<file path="config.mk">
export PLATFORM = sky130hd
export DESIGN_NAME = dsp_w_channel_flat
export DESIGN_NICKNAME = d
export VERILOG_FILES = /design/src/rtl/dsp_w_channel_if.sv /design/src/rtl/dsp_w_channel.sv /design/src/flat_wrapper.sv
export SDC_FILE = /design/constraint.sdc
export NUM_CORES = 1
export LEC_CHECK = 0
export BUFFER_PORTS_ARGS = -buffer_cell sky130_fd_sc_hd__buf_2
export CORE_ASPECT_RATIO = 1.75
export CORE_MARGIN = 2
export CORE_UTILIZATION = 40
export DETAILED_ROUTE_END_ITERATION = 12
export GPL_ROUTABILITY_DRIVEN = 0
export GPL_TIMING_DRIVEN = 0
export PLACE_DENSITY = 0.67
export SKIP_CTS_REPAIR_TIMING = 1
export SLEW_MARGIN = 20
export SYNTH_ARGS = -nofsm -noshare
export SYNTH_HDL_FRONTEND = slang
export SYNTH_SLANG_ARGS = --single-unit
</file>
<file path="constraint.sdc">
create_clock -name ACLK_i -period 11.5 [get_ports ACLK_i]
set_input_delay 1.725 -clock ACLK_i [delete_from_list [all_inputs] [get_ports ACLK_i]]
set_output_delay 1.725 -clock ACLK_i [all_outputs]
set_load 0.005 [all_outputs]
</file>
<file path="src/rtl/dsp_w_channel_if.sv">
// Bus bundle for the W-channel dispatcher: master-side beat handshake, Ax dispatcher
// hints, and the per-slave outputs toward slave arbitration.
interface dsp_w_channel_if #(
  parameter int SLV_AMT    = 2,
  parameter int DATA_WIDTH = 32,
  parameter int SLV_ID_W   = $clog2(SLV_AMT)
) ();
  logic [DATA_WIDTH-1:0]         m_WDATA_i;
  logic                          m_WLAST_i;
  logic                          m_WVALID_i;
  logic                          m_WREADY_o;
  logic [SLV_ID_W-1:0]           dsp_slv_id_i;
  logic                          dsp_disable_i;
  logic [DATA_WIDTH*SLV_AMT-1:0] sa_WDATA_o;
  logic [SLV_AMT-1:0]            sa_WLAST_o;
  logic [SLV_AMT-1:0]            sa_WVALID_o;
  logic [SLV_AMT-1:0]            sa_WREADY_i;

  // Environment side: drives master beats, dispatcher hints and slave readies.
  modport master (
    output m_WDATA_i, m_WLAST_i, m_WVALID_i, dsp_slv_id_i, dsp_disable_i, sa_WREADY_i,
    input  m_WREADY_o, sa_WDATA_o, sa_WLAST_o, sa_WVALID_o
  );

  // Dispatcher side.
  modport slave (
    input  m_WDATA_i, m_WLAST_i, m_WVALID_i, dsp_slv_id_i, dsp_disable_i, sa_WREADY_i,
    output m_WREADY_o, sa_WDATA_o, sa_WLAST_o, sa_WVALID_o
  );
endinterface

</file>
<file path="src/rtl/dsp_w_channel.sv">
// W-channel dispatcher: 2-entry skid buffer that tags each beat with its target slave
// at acceptance time and steers it to that slave's one-hot valid.
module dsp_w_channel #(
  parameter int SLV_AMT    = 2,
  parameter int DATA_WIDTH = 32,
  parameter int SLV_ID_W   = $clog2(SLV_AMT)
) (
  input  logic                  ACLK_i,
  input  logic                  ARESET_i,
  dsp_w_channel_if.slave        bus,
  output logic [1:0]            dsp_W_occ_o,
  output logic                  dsp_W_err_o
);

  typedef struct packed {
    logic [SLV_ID_W-1:0]   slvId;
    logic [DATA_WIDTH-1:0] data;
    logic                  last;
    logic                  valid;
  } entry_t;

  entry_t mainQ, skidQ, mainD, skidD, beat;
  logic   errQ;
  logic   mHs, storeHs, outHs, idInRange;

  // Handshakes: a beat moves when valid and ready are both high on a rising edge.
  // Ready never looks at valid; valid, once high, holds with stable payload until taken.
  assign idInRange = ({1'b0, bus.dsp_slv_id_i} < (SLV_ID_W + 1)'(SLV_AMT));
  assign bus.m_WREADY_o = ~skidQ.valid & ~bus.dsp_disable_i & ~ARESET_i;
  assign mHs     = bus.m_WVALID_i & bus.m_WREADY_o;
  assign storeHs = mHs & idInRange;
  assign outHs   = |(bus.sa_WVALID_o & bus.sa_WREADY_i);

  always_comb begin
    beat.slvId = bus.dsp_slv_id_i;
    beat.data  = bus.m_WDATA_i;
    beat.last  = bus.m_WLAST_i;
    beat.valid = 1'b1;
  end

  always_comb begin
    bus.sa_WVALID_o = '0;
    for (int k = 0; k < SLV_AMT; k++) begin
      bus.sa_WVALID_o[k] = mainQ.valid & ~ARESET_i & (mainQ.slvId == SLV_ID_W'(k));
    end
  end

  assign bus.sa_WDATA_o = {SLV_AMT{mainQ.data}};
  assign bus.sa_WLAST_o = {SLV_AMT{mainQ.last}};
  assign dsp_W_occ_o    = ARESET_i ? 2'd0 : ({1'b0, mainQ.valid} + {1'b0, skidQ.valid});
  assign dsp_W_err_o    = errQ;

  // Out-of-range beats complete the handshake but never enter the buffer.
  always_comb begin
    mainD = mainQ;
    skidD = skidQ;
    if (!mainQ.valid) begin
      if (storeHs) mainD = beat;
    end else if (!skidQ.valid) begin
      if (outHs) begin
        if (storeHs) mainD = beat;
        else         mainD.valid = 1'b0;
      end else if (storeHs) begin
        skidD = beat;
      end
    end else if (outHs) begin
      mainD       = skidQ;
      skidD.valid = 1'b0;
    end
  end

  always_ff @(posedge ACLK_i) begin
    if (ARESET_i) begin
      mainQ.valid <= 1'b0;
      skidQ.valid <= 1'b0;
      errQ        <= 1'b0;
    end else begin
      mainQ <= mainD;
      skidQ <= skidD;
      if (mHs && !idInRange) errQ <= 1'b1;
    end
  end

endmodule

</file>
<file path="src/flat_wrapper.sv">
// flat-port wrapper written by rule: the top's interface ports become plain ports
module dsp_w_channel_flat 
#(
  parameter int SLV_AMT    = 2,
  parameter int DATA_WIDTH = 32,
  parameter int SLV_ID_W   = $clog2(SLV_AMT)
)
  (ACLK_i, ARESET_i, dsp_W_occ_o, dsp_W_err_o, bus_m_WDATA_i, bus_m_WLAST_i, bus_m_WVALID_i, bus_dsp_slv_id_i, bus_dsp_disable_i, bus_sa_WREADY_i, bus_m_WREADY_o, bus_sa_WDATA_o, bus_sa_WLAST_o, bus_sa_WVALID_o);
  dsp_w_channel_if #(.SLV_AMT(SLV_AMT), .DATA_WIDTH(DATA_WIDTH), .SLV_ID_W(SLV_ID_W)) bus_i ();
  input  logic ACLK_i;
  input  logic ARESET_i;
  output logic [1:0] dsp_W_occ_o;
  output logic dsp_W_err_o;
  input wire logic [$bits(bus_i.m_WDATA_i)-1:0] bus_m_WDATA_i;
  input wire logic [$bits(bus_i.m_WLAST_i)-1:0] bus_m_WLAST_i;
  input wire logic [$bits(bus_i.m_WVALID_i)-1:0] bus_m_WVALID_i;
  input wire logic [$bits(bus_i.dsp_slv_id_i)-1:0] bus_dsp_slv_id_i;
  input wire logic [$bits(bus_i.dsp_disable_i)-1:0] bus_dsp_disable_i;
  input wire logic [$bits(bus_i.sa_WREADY_i)-1:0] bus_sa_WREADY_i;
  output wire logic [$bits(bus_i.m_WREADY_o)-1:0] bus_m_WREADY_o;
  output wire logic [$bits(bus_i.sa_WDATA_o)-1:0] bus_sa_WDATA_o;
  output wire logic [$bits(bus_i.sa_WLAST_o)-1:0] bus_sa_WLAST_o;
  output wire logic [$bits(bus_i.sa_WVALID_o)-1:0] bus_sa_WVALID_o;
  assign bus_i.m_WDATA_i = bus_m_WDATA_i;
  assign bus_i.m_WLAST_i = bus_m_WLAST_i;
  assign bus_i.m_WVALID_i = bus_m_WVALID_i;
  assign bus_i.dsp_slv_id_i = bus_dsp_slv_id_i;
  assign bus_i.dsp_disable_i = bus_dsp_disable_i;
  assign bus_i.sa_WREADY_i = bus_sa_WREADY_i;
  assign bus_m_WREADY_o = bus_i.m_WREADY_o;
  assign bus_sa_WDATA_o = bus_i.sa_WDATA_o;
  assign bus_sa_WLAST_o = bus_i.sa_WLAST_o;
  assign bus_sa_WVALID_o = bus_i.sa_WVALID_o;
  dsp_w_channel #(.SLV_AMT(SLV_AMT), .DATA_WIDTH(DATA_WIDTH), .SLV_ID_W(SLV_ID_W)) u_core (.ACLK_i(ACLK_i), .ARESET_i(ARESET_i), .bus(bus_i), .dsp_W_occ_o(dsp_W_occ_o), .dsp_W_err_o(dsp_W_err_o));
endmodule
</file>
==> results of run 1 <==
## layout by cell type, fill, tap and decap left out, drive strengths merged, types with 2 or more instances in the layout
master and instances:
nor2 3, nor3 2, a31oi 2, nor2b 3
inv 3, clkbuf 18, dfxtp 2, a22o 34
edfxtp 68, clkinv 2, buf 183
## cell type report
type / count / area (sq um) / share of cell area
Sequential cell: 70 / 2082 / 0.5095
Clock buffer: 14 / 244.0 / 0.05971
Inverter: 3 / 11.26 / 0.002756
Tap cell: 88 / 110.1 / 0.02694
Timing Repair Buffer: 113 / 604.3 / 0.1479
Multi-Input combinational cell: 54 / 474.2 / 0.1160
Clock inverter: 2 / 8.758 / 0.002143
Buffer: 74 / 551.8 / 0.1350
## cells by family (layout without fill, tap and decap cells)
kind of cell	count (synthesis)	in the layout	synth area share
AOI/OAI and AO/OA	39	39	0.1130
buffers and inverters	77	206	0.1817
muxes	1	1	0.004440
other	1	1	0.001210
and+or+nand+nor	12	12	0.02382
adders and majority gates	1	1	0.004036
DFF	70	70	0.6718
## worst reg2reg max path, cell delays in order, from the launching register on
cell      delay, ns
dfxtp_1        0.53
and2_2         0.20
clkbuf_1       0.33
a31oi_1        0.16
a211oi_4       0.54
buf_6          0.27
## per-stage QoR
step / total power (W) / utilization / setup WS, ns / area (sq um)
finish: 0.0005582 / 0.5400 / 7.341 / 4086
global route: 0.0005799 / 0.5400 / 7.257 / 4086
detailed placement: 0.0003289 / 0.5066 / 7.339 / 3834
global placement: 0.0003263 / 0.4969 / 5.185 / 3760
CTS: 0.0005656 / 0.5400 / 7.336 / 4086
floorplan: 0.0003102 / - / 6.551 / 3099
## registers in the layout (all words and copies together) (netlist names)
signal                 count
u_core.mainQ               2
u_core.skidQ              35
u_core.bus.sa_WDATA_o     32
u_core.bus.sa_WLAST_o      1
## per-layer routing
layer	up-vias	wire [um]
li1	934	-
met5	-	0
met2	65	3022
met1	898	2043
met4	0	184
met3	16	338
## report_power, final
part	switching [W]	internal (W)
registers	0.00000242	0.000284
logic	0.0000158	0.0000207
clock network	0.0000901	0.000145
## worst paths after layout
path	from	end	slack, ns	depth (start not counted)
worst max register to register	u_core.mainQ[0]	u_core.bus.sa_WDATA_o[25]	9.17	5
worst max-delay path	ARESET_i	bus_sa_WVALID_o[0]	7.34	4
worst min register to register	u_core.skidQ[5]	u_core.bus.sa_WDATA_o[3]	0.54	1
worst min-delay path	u_core.skidQ[5]	u_core.bus.sa_WDATA_o[3]	0.54	1
==> metrics.txt, run 1 <==
status finished clean; die width 70.54 um; top cells by area, synth edfxtp_1 66%, buf_4 16%, a22o_1 9.6%; Final Critical Period 4.159 ns; initial antenna violation count 0; Bufs on Longest Clock Path 2; WL per Instance 13.37 um; unrepaired setup endpoints after global routing no; Rel. slew slack 0.6232; clk_skew 0.002862 ns; Async SR Flop Fraction 0; via/cell ratio 4.577; Final ANT Viol Nets 0; GRT Max-Usage Layer met2; Ant. Diodes 0; HP Class flop to flop; Worst Path Arrival 2.43 ns; final hold viol count 0; dpl hpwl 4.194 mm; met2 Use GR 0.2429; critical-path cell list buf_2 > or2b_2 > nor2_1 > buf_2; met1 Track Usage GR 0.1418; Fillers 659; Slew Limit Fails 0; vias after detailed routing 1,913; gr usage total 0.1394; CP dominant cell by count buf_2; final setup fails 0; Seq cells post-synth 70; Routed WL 5.588 mm; cell taking the most area after synthesis edfxtp_1; Port Buffers 110; CP Class primary input to output port; worst-margin pin slew 0.5634 ns; crit-path max cell delay 0.34 ns; fin nets 366; CP required 9.78 ns; Sum Neg Setup Slack 0 ns; htree depth 3; Clock Latency Late Sink 0.33 ns; number of flops mapped to enable cells by yosys 68; Hold Slack 0.5382 ns; VDD IR max 94.22 uV; CP max stage cell or2b_2; Synth Instances 201; crit-path max FO 8; die area 0.008496 sq mm; Post-synth top cells 68 x edfxtp_1, 67 x buf_4, 34 x a22o_1, 4 x clkbuf_1; Synth Flop Type edfxtp_1; Reg clk slew, reported paths 0.05 ns; Worst setup EP type output port; CTS tree yes; drt drc 0; largest net degree at the start of global routing 22; core box area 0.007567 sq mm; Ys Warns 0; mean post-synth cell area 15.42 sq um; routing usage on met3 0.03833; Initial DRC Count 123; CP startpoint kind primary input; Initial Util 0.4096; Mapped Nets 242; Lkg Pwr 1.826 nW; iteration count of the initial detailed-routing pass 4; cell count after placement 402; post-synth top area share 0.6589; cts bufs inserted 9; ratio of cells with drive above 1 in the final layout 0.6061; Die Ht 120.4 um; register area share after synthesis 0.6718; Sink Count 70; CP delay by family, top simple AND/OR/NAND/NOR gates; most common cell in the netlist edfxtp_1; f_max 240.5 MHz; number of global-route vias before repair 1,832; first-pass GRT wire length 8.887 mm; final cell count without fillers 418; GRT Residual Overflow 0; Final Cycle Share 0.3616; I/O pin count 112; Pwr Density 136.6 mW/mm^2; Cell Area, Synth 0.003099 sq mm; Crit path buffers/inverters 2; library cells used by synthesis 21; row count 42; max cap viols 0; CTS root buffer clkbuf_16; area grow syn2layout 31.85%
Note: power is estimated with default switching activity, not from simulation.
==> inputs of run 2 (changes only) <==
- ABC_AREA: default -> 1
- PLACE_DENSITY: 0.67 -> 0.68
- clock period: 11.5 -> 3.48 ns (I/O delays scaled with it)
==> run 2 against run 1 <==
  * Die area is 6.3% higher
  * Critical path depth rose by 2
  * Count of clock-buffer cells in the layout is 3 lower
  * Sequential cell count unchanged
  * Power increased to 3.3 times the previous value
  * Register-to-register slack got worse by 7.8 ns
  * Clock skew rose by 0.0017 ns
  * Cell area increased by 4.0%
  * Clock power grew to 3.3 times the previous value
  * Final cell count is 20% higher
  * Sequential share of layout area decreased by 2.0 points
  * Critical endpoint is now u_core.bus.sa_WDATA_o[15]
  * Largest power group unchanged
==> metrics.txt, run 2 <==
mean post-synth cell area 11.63 sq um (was 15.42 sq um); die width 72.70 um (was 70.54 um); Lkg Pwr 1.961 nW (was 1.826 nW); Clock Latency Late Sink 0.34 ns (was 0.33 ns); WL per Instance 12.98 um (was 13.37 um); number of global-route vias before repair 2,336 (was 1,832); htree depth 3 (unchanged); R2R cell count 6 (was 5); max reg flops 35 (unchanged); WHS Path Cells 1 (unchanged); Initial DRC Count 128 (was 123); CP Class flop to flop (was primary input to output port); CP required 3.44 ns (was 9.78 ns); clk_skew 0.004547 ns (was 0.002862 ns); drt drc 0 (unchanged); Async SR Flop Fraction 0 (unchanged); row count 43 (was 42); max cap viols 0 (unchanged); HP Class primary input to flop (was flop to flop); Die Ht 124.2 um (was 120.4 um); first-pass GRT wire length 10.43 mm (was 8.887 mm); Initial Util 0.4148 (was 0.4096); Post-synth top cells 75 x nand2_1, 68 x edfxtp_1, 67 x buf_4, 37 x nand4_1 (was 68 x edfxtp_1, 67 x buf_4, 34 x a22o_1, 4 x clkbuf_1); ratio of cells with drive above 1 in the final layout 0.4976 (was 0.6061); commonest cells after routing, fill and taps aside 114 x buf_2, 75 x nand2_1, 68 x edfxtp_1, 67 x buf_4, 37 x nand4_1 (was 110 x buf_2, 68 x edfxtp_1, 67 x buf_4, 34 x a22o_1); Rel. slew slack 0.5176 (was 0.6232); GRT Residual Overflow 0 (unchanged); Cell Area, Synth 0.003303 sq mm (was 0.003099 sq mm); crit-path max FO 34 (was 8); post-synth top area share 0.6182 (was 0.6589); DRT met1 WL 2.400 mm (was 2.043 mm); CP startpoint kind flop (was primary input); most common cell in the netlist nand2_1 (was edfxtp_1); gr usage total 0.1548 (was 0.1394); Multi-input gate area 596.8 sq um (was 474.2 sq um); area grow syn2layout 28.64% (was 31.85%); worst flop-to-flop path startpoint u_core.skidQ[0] (was u_core.mainQ[0]); VDD IR max 241.2 uV (was 94.22 uV); met2 WL post-DR 3.383 mm (was 3.022 mm); die area 0.009030 sq mm (was 0.008496 sq mm); Top Layer Used met4 (unchanged); CTS root buffer clkbuf_16 (unchanged); hold path start bus_m_WDATA_i[30] (was u_core.skidQ[5]); register area 0.002082 sq mm (unchanged); CTS tree yes (unchanged); Slew Limit Fails 0 (unchanged); core box area 0.007963 sq mm (was 0.007567 sq mm); FF-to-FF End u_core.bus.sa_WDATA_o[15] (was u_core.bus.sa_WDATA_o[25]); register area share after synthesis 0.6303 (was 0.6718); largest net degree at the start of global routing 35 (was 22); Fillers 702 (was 659); final cell count without fillers 500 (was 418); Bufs on Longest Clock Path 2 (unchanged); cell count after placement 485 (was 402); Hold EP u_core.skidQ[32] (was u_core.bus.sa_WDATA_o[3]); Routed WL 6.492 mm (was 5.588 mm); Synth Flop Type edfxtp_1 (unchanged); library cells used by synthesis 18 (was 21); status finished clean (unchanged); sw power 0.0003928 W (was 0.0001083 W); Port Buffers 110 (unchanged); iteration count of the initial detailed-routing pass 4 (unchanged); Ant. Diodes 0 (unchanged); flop2flop setup slack 1.39 ns (was 9.17 ns); Final Critical Period 2.093 ns; P_int 0.001471 W (was 0.0004500 W); number of flops mapped to enable cells by yosys 68 (unchanged); top cells by area, synth edfxtp_1 62%, buf_4 15%, nand2_1 8.5% (was edfxtp_1 66%, buf_4 16%, a22o_1 9.6%); most common cell after layout, fill and taps aside buf_2 (unchanged); Final Cycle Share 0.6014; cell taking the most area after synthesis edfxtp_1 (unchanged); unrepaired setup endpoints after global routing no (unchanged); met3 wire len 359 um (was 338 um); final setup fails 0 (unchanged); cts bufs inserted 9 (unchanged); Sink Count 70 (unchanged); vias after detailed routing 2,344 (was 1,913); Mapped Nets 325 (was 242); Sw Share 0.2108 (was 0.1939); final hold viol count 0 (unchanged); Clock power frac 0.420 (was 0.421); via/cell ratio 4.688 (was 4.577); fin nets 447 (was 366); Gate power share 0.073 (was 0.065); Reg clk slew, reported paths 0.05 ns (about the same); f_max 477.9 MHz; dpl hpwl 4.649 mm (was 4.194 mm); I/O pin count 112 (unchanged); Synth Instances 284 (was 201); Final ANT Viol Nets 0 (unchanged); Worst Path Arrival 2.06 ns (was 2.43 ns); Ys Warns 0 (unchanged); Flop pwr share 0.508 (was 0.514); Worst setup EP type flop (was output port); Top reg by flops u_core.skidQ (unchanged); post-layout util 0.5336 (was 0.5400); worst-margin pin slew 0.7225 ns (was 0.5634 ns); initial antenna violation count 0 (unchanged); Pwr Density 438.6 mW/mm^2 (was 136.6 mW/mm^2); Seq cells post-synth 70 (unchanged)
-- run 2: layout make-up --
type | count | share of cell area
Buffer | 80 | 0.1416
Timing Repair Buffer | 111 | 0.1360
Clock buffer | 11 | 0.05477
Sequential cell | 70 | 0.4900
Inverter | 8 | 0.007067
Tap cell | 90 | 0.02650
Multi-Input combinational cell | 126 | 0.1405
Clock inverter | 4 | 0.003534
-- run 2: worst max-delay path by stage --
stage / from / slack [ns] / to / depth (start not counted)
floorplan: ARESET_i / 0.69 / u_core.skidQ[10] / 5
global placement: ARESET_i / -0.17 / u_core.skidQ[18] / 6
detailed placement: ARESET_i / 1.08 / u_core.bus.sa_WDATA_o[9] / 7
CTS: u_core.skidQ[0] / 1.34 / u_core.bus.sa_WDATA_o[9] / 6
global route: u_core.skidQ[0] / 1.15 / u_core.bus.sa_WDATA_o[20] / 6
finish: u_core.skidQ[0] / 1.39 / u_core.bus.sa_WDATA_o[15] / 6
-- run 2: logic make-up after synthesis --
kind of cell,after synthesis,synth area share
AOI/OAI and AO/OA,1,0.001514
adders and majority gates,1,0.003787
buffers and inverters,88,0.1913
DFF,70,0.6303
other,1,0.001135
and+or+nand+nor,123,0.1720
-- run 2: routing by layer --
metal | GRT usage | up-vias
met5 | 0 | -
li1 | - | 1161
met4 | 0.1285 | 0
met1 | 0.1578 | 1070
met2 | 0.2583 | 90
met3 | 0.03323 | 23
-- run 2: power groups by stage --
stage | sequential, W | clock [W] | combinational, W
global route | 0.000947 | 0.000821 | 0.000151
detailed placement | 0.000963 | 0 | 0.000137
global placement | 0.000963 | 0 | 0.000131
floorplan | 0.000962 | 0 | 0.0000796
CTS | 0.000946 | 0.000793 | 0.000137
finish | 0.000946 | 0.000782 | 0.000135
-- run 2: worst max-delay path, cell delays in order (launching register included) --
cell	delay, ns
dfxtp_1	0.36
nor2_1	0.14
nand3_2	0.14
nand2_2	0.22
buf_6	0.18
nand4_1	0.11
inv_2	0.55
-- run 2: stage by stage --
step                setup TNS [ns]  worst slack, ns  area (sq um)  power [W]  hold slack [ns]
global placement            -5.627          -0.1665          3966   0.001094           0.5003
CTS                              0            1.341          4249   0.001876           0.3658
global route                     0            1.152          4249   0.001919           0.3719
detailed placement               0            1.077          4001   0.001099           0.5055
floorplan                        0           0.6918          3303   0.001041           0.4952
finish                           0            1.387          4249   0.001864           0.3768
